--- src/rtl/pid_incr_sat.sv ---
// Incremental (velocity-form) PID controller with a saturated signed output.
// A five-state sequencer runs one sample through DIFF, MULT, SUM and SAT stages.
module pid_incr_sat #(
  parameter int unsigned ERR_W   = 9,
  parameter int unsigned OUT_W   = 17,
  parameter int unsigned GAIN_W  = 8,
  parameter int unsigned FRAC_W  = 4,
  parameter int          OUT_MAX = (1 << (OUT_W - 1)) - 1,
  parameter int          OUT_MIN = -(1 << (OUT_W - 1))
) (
  input  logic                     clk,
  input  logic                     rst,
  input  logic                     clr,
  input  logic signed [ERR_W-1:0]  err,
  input  logic                     err_valid,
  output logic                     err_ready,
  input  logic        [GAIN_W-1:0] kp,
  input  logic        [GAIN_W-1:0] ki,
  input  logic        [GAIN_W-1:0] kd,
  output logic signed [OUT_W-1:0]  uk,
  output logic                     uk_valid
);

  // Differences need two extra bits; products add the gain plus a sign bit.
  localparam int unsigned DW = ERR_W + 2;
  localparam int unsigned PW = DW + GAIN_W + 1;
  localparam int unsigned SW = PW + 2;
  localparam int unsigned AW = ((OUT_W > SW) ? OUT_W : SW) + 1;

  localparam logic signed [AW-1:0]    AccMax  = AW'(OUT_MAX);
  localparam logic signed [AW-1:0]    AccMin  = AW'(OUT_MIN);
  localparam logic signed [OUT_W-1:0] OutMaxV = OUT_W'(OUT_MAX);
  localparam logic signed [OUT_W-1:0] OutMinV = OUT_W'(OUT_MIN);

  typedef enum logic [2:0] {StIdle, StDiff, StMult, StSum, StSat} state_e;

  state_e state_q, state_d;

  logic signed [ERR_W-1:0]  e_q, e_d, e1_q, e1_d, e2_q, e2_d;
  logic        [GAIN_W-1:0] kp_q, kp_d, ki_q, ki_d, kd_q, kd_d;
  logic signed [DW-1:0]     dp_q, dp_d, di_q, di_d, dd_q, dd_d;
  logic signed [PW-1:0]     pp_q, pp_d, pi_q, pi_d, pd_q, pd_d;
  logic signed [AW-1:0]     acc_q, acc_d;
  logic signed [OUT_W-1:0]  uk_q, uk_d;
  logic                     uk_valid_q, uk_valid_d;

  logic signed [DW-1:0] e_s, e1_s, e2_s;
  logic signed [PW-1:0] kp_s, ki_s, kd_s;
  logic signed [SW-1:0] sum, delta;
  logic signed [AW-1:0] acc_new;
  logic signed [OUT_W-1:0] sat_val;

  always_comb begin
    e_s  = DW'(e_q);
    e1_s = DW'(e1_q);
    e2_s = DW'(e2_q);
    kp_s = $signed(PW'({1'b0, kp_q}));
    ki_s = $signed(PW'({1'b0, ki_q}));
    kd_s = $signed(PW'({1'b0, kd_q}));
    sum     = SW'(pp_q) + SW'(pi_q) + SW'(pd_q);
    delta   = sum >>> FRAC_W;
    // u_prev is the stored, already-saturated output: clamping it gives anti-windup.
    acc_new = AW'(uk_q) + AW'(delta);
    if (acc_q > AccMax) begin
      sat_val = OutMaxV;
    end else if (acc_q < AccMin) begin
      sat_val = OutMinV;
    end else begin
      sat_val = acc_q[OUT_W-1:0];
    end
  end

  always_comb begin
    state_d    = state_q;
    e_d        = e_q;
    e1_d       = e1_q;
    e2_d       = e2_q;
    kp_d       = kp_q;
    ki_d       = ki_q;
    kd_d       = kd_q;
    dp_d       = dp_q;
    di_d       = di_q;
    dd_d       = dd_q;
    pp_d       = pp_q;
    pi_d       = pi_q;
    pd_d       = pd_q;
    acc_d      = acc_q;
    uk_d       = uk_q;
    uk_valid_d = 1'b0;
    if (clr) begin
      state_d = StIdle;
      e1_d    = '0;
      e2_d    = '0;
      uk_d    = '0;
    end else begin
      unique case (state_q)
        StIdle: begin
          if (err_valid) begin
            e_d     = err;
            kp_d    = kp;
            ki_d    = ki;
            kd_d    = kd;
            state_d = StDiff;
          end
        end
        StDiff: begin
          dp_d    = e_s - e1_s;
          di_d    = e_s;
          dd_d    = e_s - (e1_s <<< 1) + e2_s;
          state_d = StMult;
        end
        StMult: begin
          pp_d    = PW'(dp_q) * kp_s;
          pi_d    = PW'(di_q) * ki_s;
          pd_d    = PW'(dd_q) * kd_s;
          state_d = StSum;
        end
        StSum: begin
          acc_d   = acc_new;
          state_d = StSat;
        end
        StSat: begin
          uk_d       = sat_val;
          uk_valid_d = 1'b1;
          e2_d       = e1_q;
          e1_d       = e_q;
          state_d    = StIdle;
        end
        default: state_d = StIdle;
      endcase
    end
  end

  always_ff @(posedge clk or posedge rst) begin
    if (rst) begin
      state_q    <= StIdle;
      e_q        <= '0;
      e1_q       <= '0;
      e2_q       <= '0;
      kp_q       <= '0;
      ki_q       <= '0;
      kd_q       <= '0;
      dp_q       <= '0;
      di_q       <= '0;
      dd_q       <= '0;
      pp_q       <= '0;
      pi_q       <= '0;
      pd_q       <= '0;
      acc_q      <= '0;
      uk_q       <= '0;
      uk_valid_q <= 1'b0;
    end else begin
      state_q    <= state_d;
      e_q        <= e_d;
      e1_q       <= e1_d;
      e2_q       <= e2_d;
      kp_q       <= kp_d;
      ki_q       <= ki_d;
      kd_q       <= kd_d;
      dp_q       <= dp_d;
      di_q       <= di_d;
      dd_q       <= dd_d;
      pp_q       <= pp_d;
      pi_q       <= pi_d;
      pd_q       <= pd_d;
      acc_q      <= acc_d;
      uk_q       <= uk_d;
      uk_valid_q <= uk_valid_d;
    end
  end

  assign err_ready = (state_q == StIdle);
  assign uk        = uk_q;
  assign uk_valid  = uk_valid_q;

endmodule
--- config.mk ---
export PLATFORM = sky130hd
export DESIGN_NAME = pid_incr_sat
export DESIGN_NICKNAME = d
export VERILOG_FILES = /design/src/rtl/pid_incr_sat.sv
export SDC_FILE = /design/constraint.sdc
export NUM_CORES = 1
export LEC_CHECK = 0
export ABC_AREA = 1
export CORE_ASPECT_RATIO = 0.7
export CORE_MARGIN = 1.5
export CORE_UTILIZATION = 50
export DETAILED_ROUTE_END_ITERATION = 10
export GPL_TIMING_DRIVEN = 0
export PLACE_DENSITY = 0.67
export RECOVER_POWER = 25
export REMOVE_ABC_BUFFERS = 1
export SYNTH_ARGS = -nofsm -noshare
export SYNTH_HDL_FRONTEND = slang
export SYNTH_SLANG_ARGS = --single-unit
--- constraint.sdc ---
create_clock -name clk -period 7.2 [get_ports clk]
set_input_delay 1.44 -clock clk [delete_from_list [all_inputs] [get_ports clk]]
set_output_delay 1.44 -clock clk [all_outputs]
set_load 0.1 [all_outputs]
[Word level (Yosys, flattened, before mapping)]
Cells that the tools add are included.
Storage, ports and cells
  bits in registers: 183
  latch bits: 0
  memory bits (writable): 0
  memory bits (read-only): 0
  input port bits: 37
  output and inout bits: 19
  memories kept: 0
Cells by class
  add/sub/neg operators: 6
  multipliers: 3
  div/mod/pow operators: 0
  order comparisons: 2
  eq/ne operators: 5
  shift-type cells: 0
  multiplexer cells: 13
  bitwise gates (word level): 1
  reductions and logical operators: 6
Operator list (number)
  2-to-1 mux 17 bit: 4
  2-to-1 mux 9 bit: 4
  greater-than comparator 23 x 17 -> 1 bit (second input constant): 1
  < comparator 23 x 17 -> 1 bit (second input constant): 1
  adder 21 x 20 -> 22 bit: 1
  adder 20 x 18 -> 21 bit: 1
  multiplier 11 x 9 -> 20 bit: 1
  adder 17 x 18 -> 19 bit: 1
  multiplier 10 x 9 -> 19 bit: 1
  multiplier 9 x 9 -> 18 bit: 1
  case mux 3 bit (4 select lines): 1
  adder 11 x 9 -> 11 bit: 1
  subtractor 9 x 10 -> 11 bit: 1
  subtractor 9 x 9 -> 10 bit: 1
  equality test 3 x 2 -> 1 bit (second input constant): 2
  2-to-1 mux 3 bit: 2
  AND reduction 2 bit: 3
  equality test 3 x 1 -> 1 bit (second input constant): 1
  equality test 3 bit (second input constant): 1
  zero test 3 bit: 1
  != test 3 bit (second input constant): 1
  AND reduction 3 bit: 1
  2-to-1 mux 1 bit: 2
  nonzero test 2 bit: 1
  NOT 1 bit: 1

[Logic depth before layout (Yosys ltp)]
  depth in word-level cells: 5
  depth in mapped cells: 28

[Worst setup path after synthesis]
OpenSTA, ideal clock, no wires.
  path type: reg-to-reg
  from: register kd_q[0]
  to: register pd_q[19]
  arrival time: 4.217 ns
  path slack: 2.865 ns
  cell stages (with the launch flop): 19
  cells stage by stage: dfrtp_1 clkbuf_1 nand2_1 inv_1 fa_1 inv_1 fa_1 inv_1 fa_1 inv_1 fa_1 inv_1 ha_1 a21oi_1 o21ai_0 a21oi_1 nand3_1 nand3_1 nand2_1
Between the ends
  longest elaborated chain between the ends: 1
RTL lines
  start: declaration: line 40  | logic [GAIN_W-1:0] kp_q, kp_d, ki_q, ki_d, kd_q, kd_d;
  start signal: assignment: line 159  | kd_q <= kd_d;
  multiplier 11 x 9 -> 20 bit: line 115  | pd_d = PW'(dd_q) * kd_s;
  end signal: assignment: line 165  | pd_q <= pd_d;
  end: declaration: line 42  | logic signed [PW-1:0] pp_q, pp_d, pi_q, pi_d, pd_q, pd_d;
Every way passes these cells.
A chain may end at the register's enable or synchronous reset.

[Worst setup path in the final report]
  from: input clr
  to: register pi_q[10]
Between the ends
  longest elaborated chain between the ends: 2
RTL lines
  start: declaration: line 13  | input logic clr,
  NOT 1 bit (no line)
  AND reduction 2 bit (no line)
  end signal: assignment: line 164  | pi_q <= pi_d;
  end: declaration: line 42
Every way passes these cells.

==> run summary <==
RSZ-0062 raised after global routing -> no
Remaining antenna violation count -> 0
Hold WC Path Type -> reg2reg
First-pass DRT Iterations -> 5
FF+latch count, synth -> 178
Crit Path Class -> in2reg
N_diodes -> 0
Core area -> 0.0400 mm2
Clock sink count -> 178
Mapped Area -> 0.0204 mm2
Worst-path clk slew -> 0.08 ns
First-pass GRT wire length -> 84300 um
Vias in the first global route -> 16600
Yosys top cell area share -> 22.3%
I/O pin cnt -> 56
Yosys warns -> 0
Rel. slew slack -> -73.2%
Overall routing resource usage -> 25.2%
Total CTS buffers -> 17
Startpoint types -> input port
Post-cts hold buffer count -> 0
Total Wirelength -> 49300 um
CTS tree -> yes
Req. time, crit path -> 7.59 ns
DRT iter0 DRCs -> 1064
Tmin final -> 5.20 ns
Max cap viols -> 2
Commonest cells after routing, fill and taps aside -> nand2_1, inv_1, fa_1, dfrtp_1, ha_1
Setup violations, final -> 0
Port bufs -> 55
Initial antenna violation count -> 1
Root Driver -> clkbuf_16
CTS Buffer Depth -> 2
Fmax achieved -> 0.192 GHz
DP Area -> 0.0213 mm2
Fin nets -> 3122
Top post-synthesis cells by area -> fa_1, dfrtp_1, nand2_1, inv_1, ha_1
Crit path arrival time -> 5.58 ns
Critical path fanouts, max -> 66
DIE WIDTH -> 245 um
H-tree levels -> 4
Via count -> 16400
Clock skew -> 0.0193 ns
Worst-Margin Slew -> 2.58 ns
Sequential cell area fraction in the yosys report -> 21.8%
Failing checks -> max-capacitance violations, max-slew violations
Die area -> 0.0421 mm2
Clock insertion delay at the later pin of the skew report -> 0.46 ns
Largest net degree at the start of global routing -> 127
Yosys top cell by area -> fa_1
Area Overhead vs Synth -> 7.00%
Syn_area_per_cell -> 7.58 um2
Synth unique cells -> 37
Die H -> 172 um
Syn Inst Count -> 2697
WL/cell -> 15.3 um
Hold path depth -> 2
Share of layout cells above drive strength 1 -> 2.56%
R2R depth -> 17
Commonest non-fill, non-tap cell in the layout -> nand2_1
Post-route DRC violation count -> 0
Row count -> 61
Final hold violation count -> 0
DP HPWL -> 40000 um
Resized cells post-CTS -> 0
Post-route cell area -> 0.0219 mm2
Grt total ovfl -> 0
Starting Density -> 51.1%
Final cycle utilization of the critical path -> 72.2%
Vias per cell -> 5.08
Setup Fix Bufs, Post-CTS -> 0
Placer Congestion -> 0.923
Max-slew violation count -> 94
Outcome -> complete, but fails checks
CP Capture Type -> flop
## cells by family (layout without fill, tap and decap cells)
family	after synthesis	in the layout	share of synthesized area [%]
fa+ha+maj	400	400	32.9
flops	178	178	21.8
mux	24	24	1.73
compound gates	259	259	6.72
xor+xnor	47	47	2.01
buf+inv	708	709	13.3
simple gates	1081	1081	21.6
## per-stage QoR
step                util (%)  hold slack (ns)  setup slack (ns)  TNS (ns)  cells
global route            54.7            0.506              1.51         0   3233
detailed placement      53.3            0.461              2.46         0   3201
global placement        53.2            0.457             -1.70   -297.77   3199
CTS                     54.8            0.483              2.44         0   3233
floorplan                  -            0.444             0.930         0   2609
finish                  54.7            0.485              2.00         0   3233
## synthesized netlist by cell type
cell type  count
nand4_1       21
nor2_4         2
nand3_1      119
xor2_1        18
or2_2          3
fa_1         228
buf_1          1
inv_1        617
o21ai_0      105
nor2_1       116
clkbuf_1      63
nand3b_1      20
xnor2_1       29
and2_1         3
inv_2          3
buf_6          4
nand3_4        1
and3_1         2
a21boi_0       1
nor2_2         2
a21oi_1       99
nand2_2        1
buf_4          4
nand2_1      779
mux2_4        22
mux2_2         2
nor3_1        12
o31ai_1        1
o21a_1         4
dfrtp_1      178
o22ai_1       17
buf_2         16
a21o_1         3
a31oi_1        6
o21bai_1      10
ha_1         172
o21ai_1       13
## path summary, 6_finish.rpt
kind / slack (ns) / endpoint / from
hold / removal: 0.48 / acc_q[11] / acc_q[11]
setup reg to reg: 2.43 / pd_q[19] / kd_q[0]
min in group asynchronous: 2.15 / uk[5] / rst
hold reg to reg: 0.48 / acc_q[11] / acc_q[11]
setup / recovery: 2.00 / pi_q[10] / clr
max in group asynchronous: 3.61 / di_q[5] / rst
## worst max-delay path: stages
cell	delay [ns]
dlygate4sd3_1	0.65
nor2_1	0.60
clkbuf_1	1.35
inv_2	0.93
a21oi_1	0.32
o21ai_0	0.16
nand2_1	0.10
## per-layer routing
layer	global-route usage (%)	wire (um)	vias to the layer above	share of wire, %
li1	-	-	8110	-
met1	37.3	24900	7932	50
met2	38.9	20900	329	42
met3	4.38	2840	49	5.8
met4	5.26	674	0	1.4
met5	0	0	-	0
## flip-flops by register name, indices dropped and copies added, names as in the netlist, 9 cells and up
name / cells
pd_q: 20
acc_q: 19
pp_q: 19
pi_q: 18
uk: 17
dd_q: 11
dp_q: 10
di_q: 9
e1_q: 9
e2_q: 9
e_q: 9
## cell type report
cell class | instances | area, um2
Clock buffer | 20 | 467
Clock inverter | 12 | 110
Fill cell | 3867 | 18100
Inverter | 620 | 2330
Multi-Input combinational cell | 1811 | 13300
Sequential cell | 178 | 4450
Tap cell | 535 | 669
Timing Repair Buffer | 57 | 582
Power is left out: the tool's default activity adds up to more than one toggle a clock period on the data nets, which glitch-free logic cannot reach.
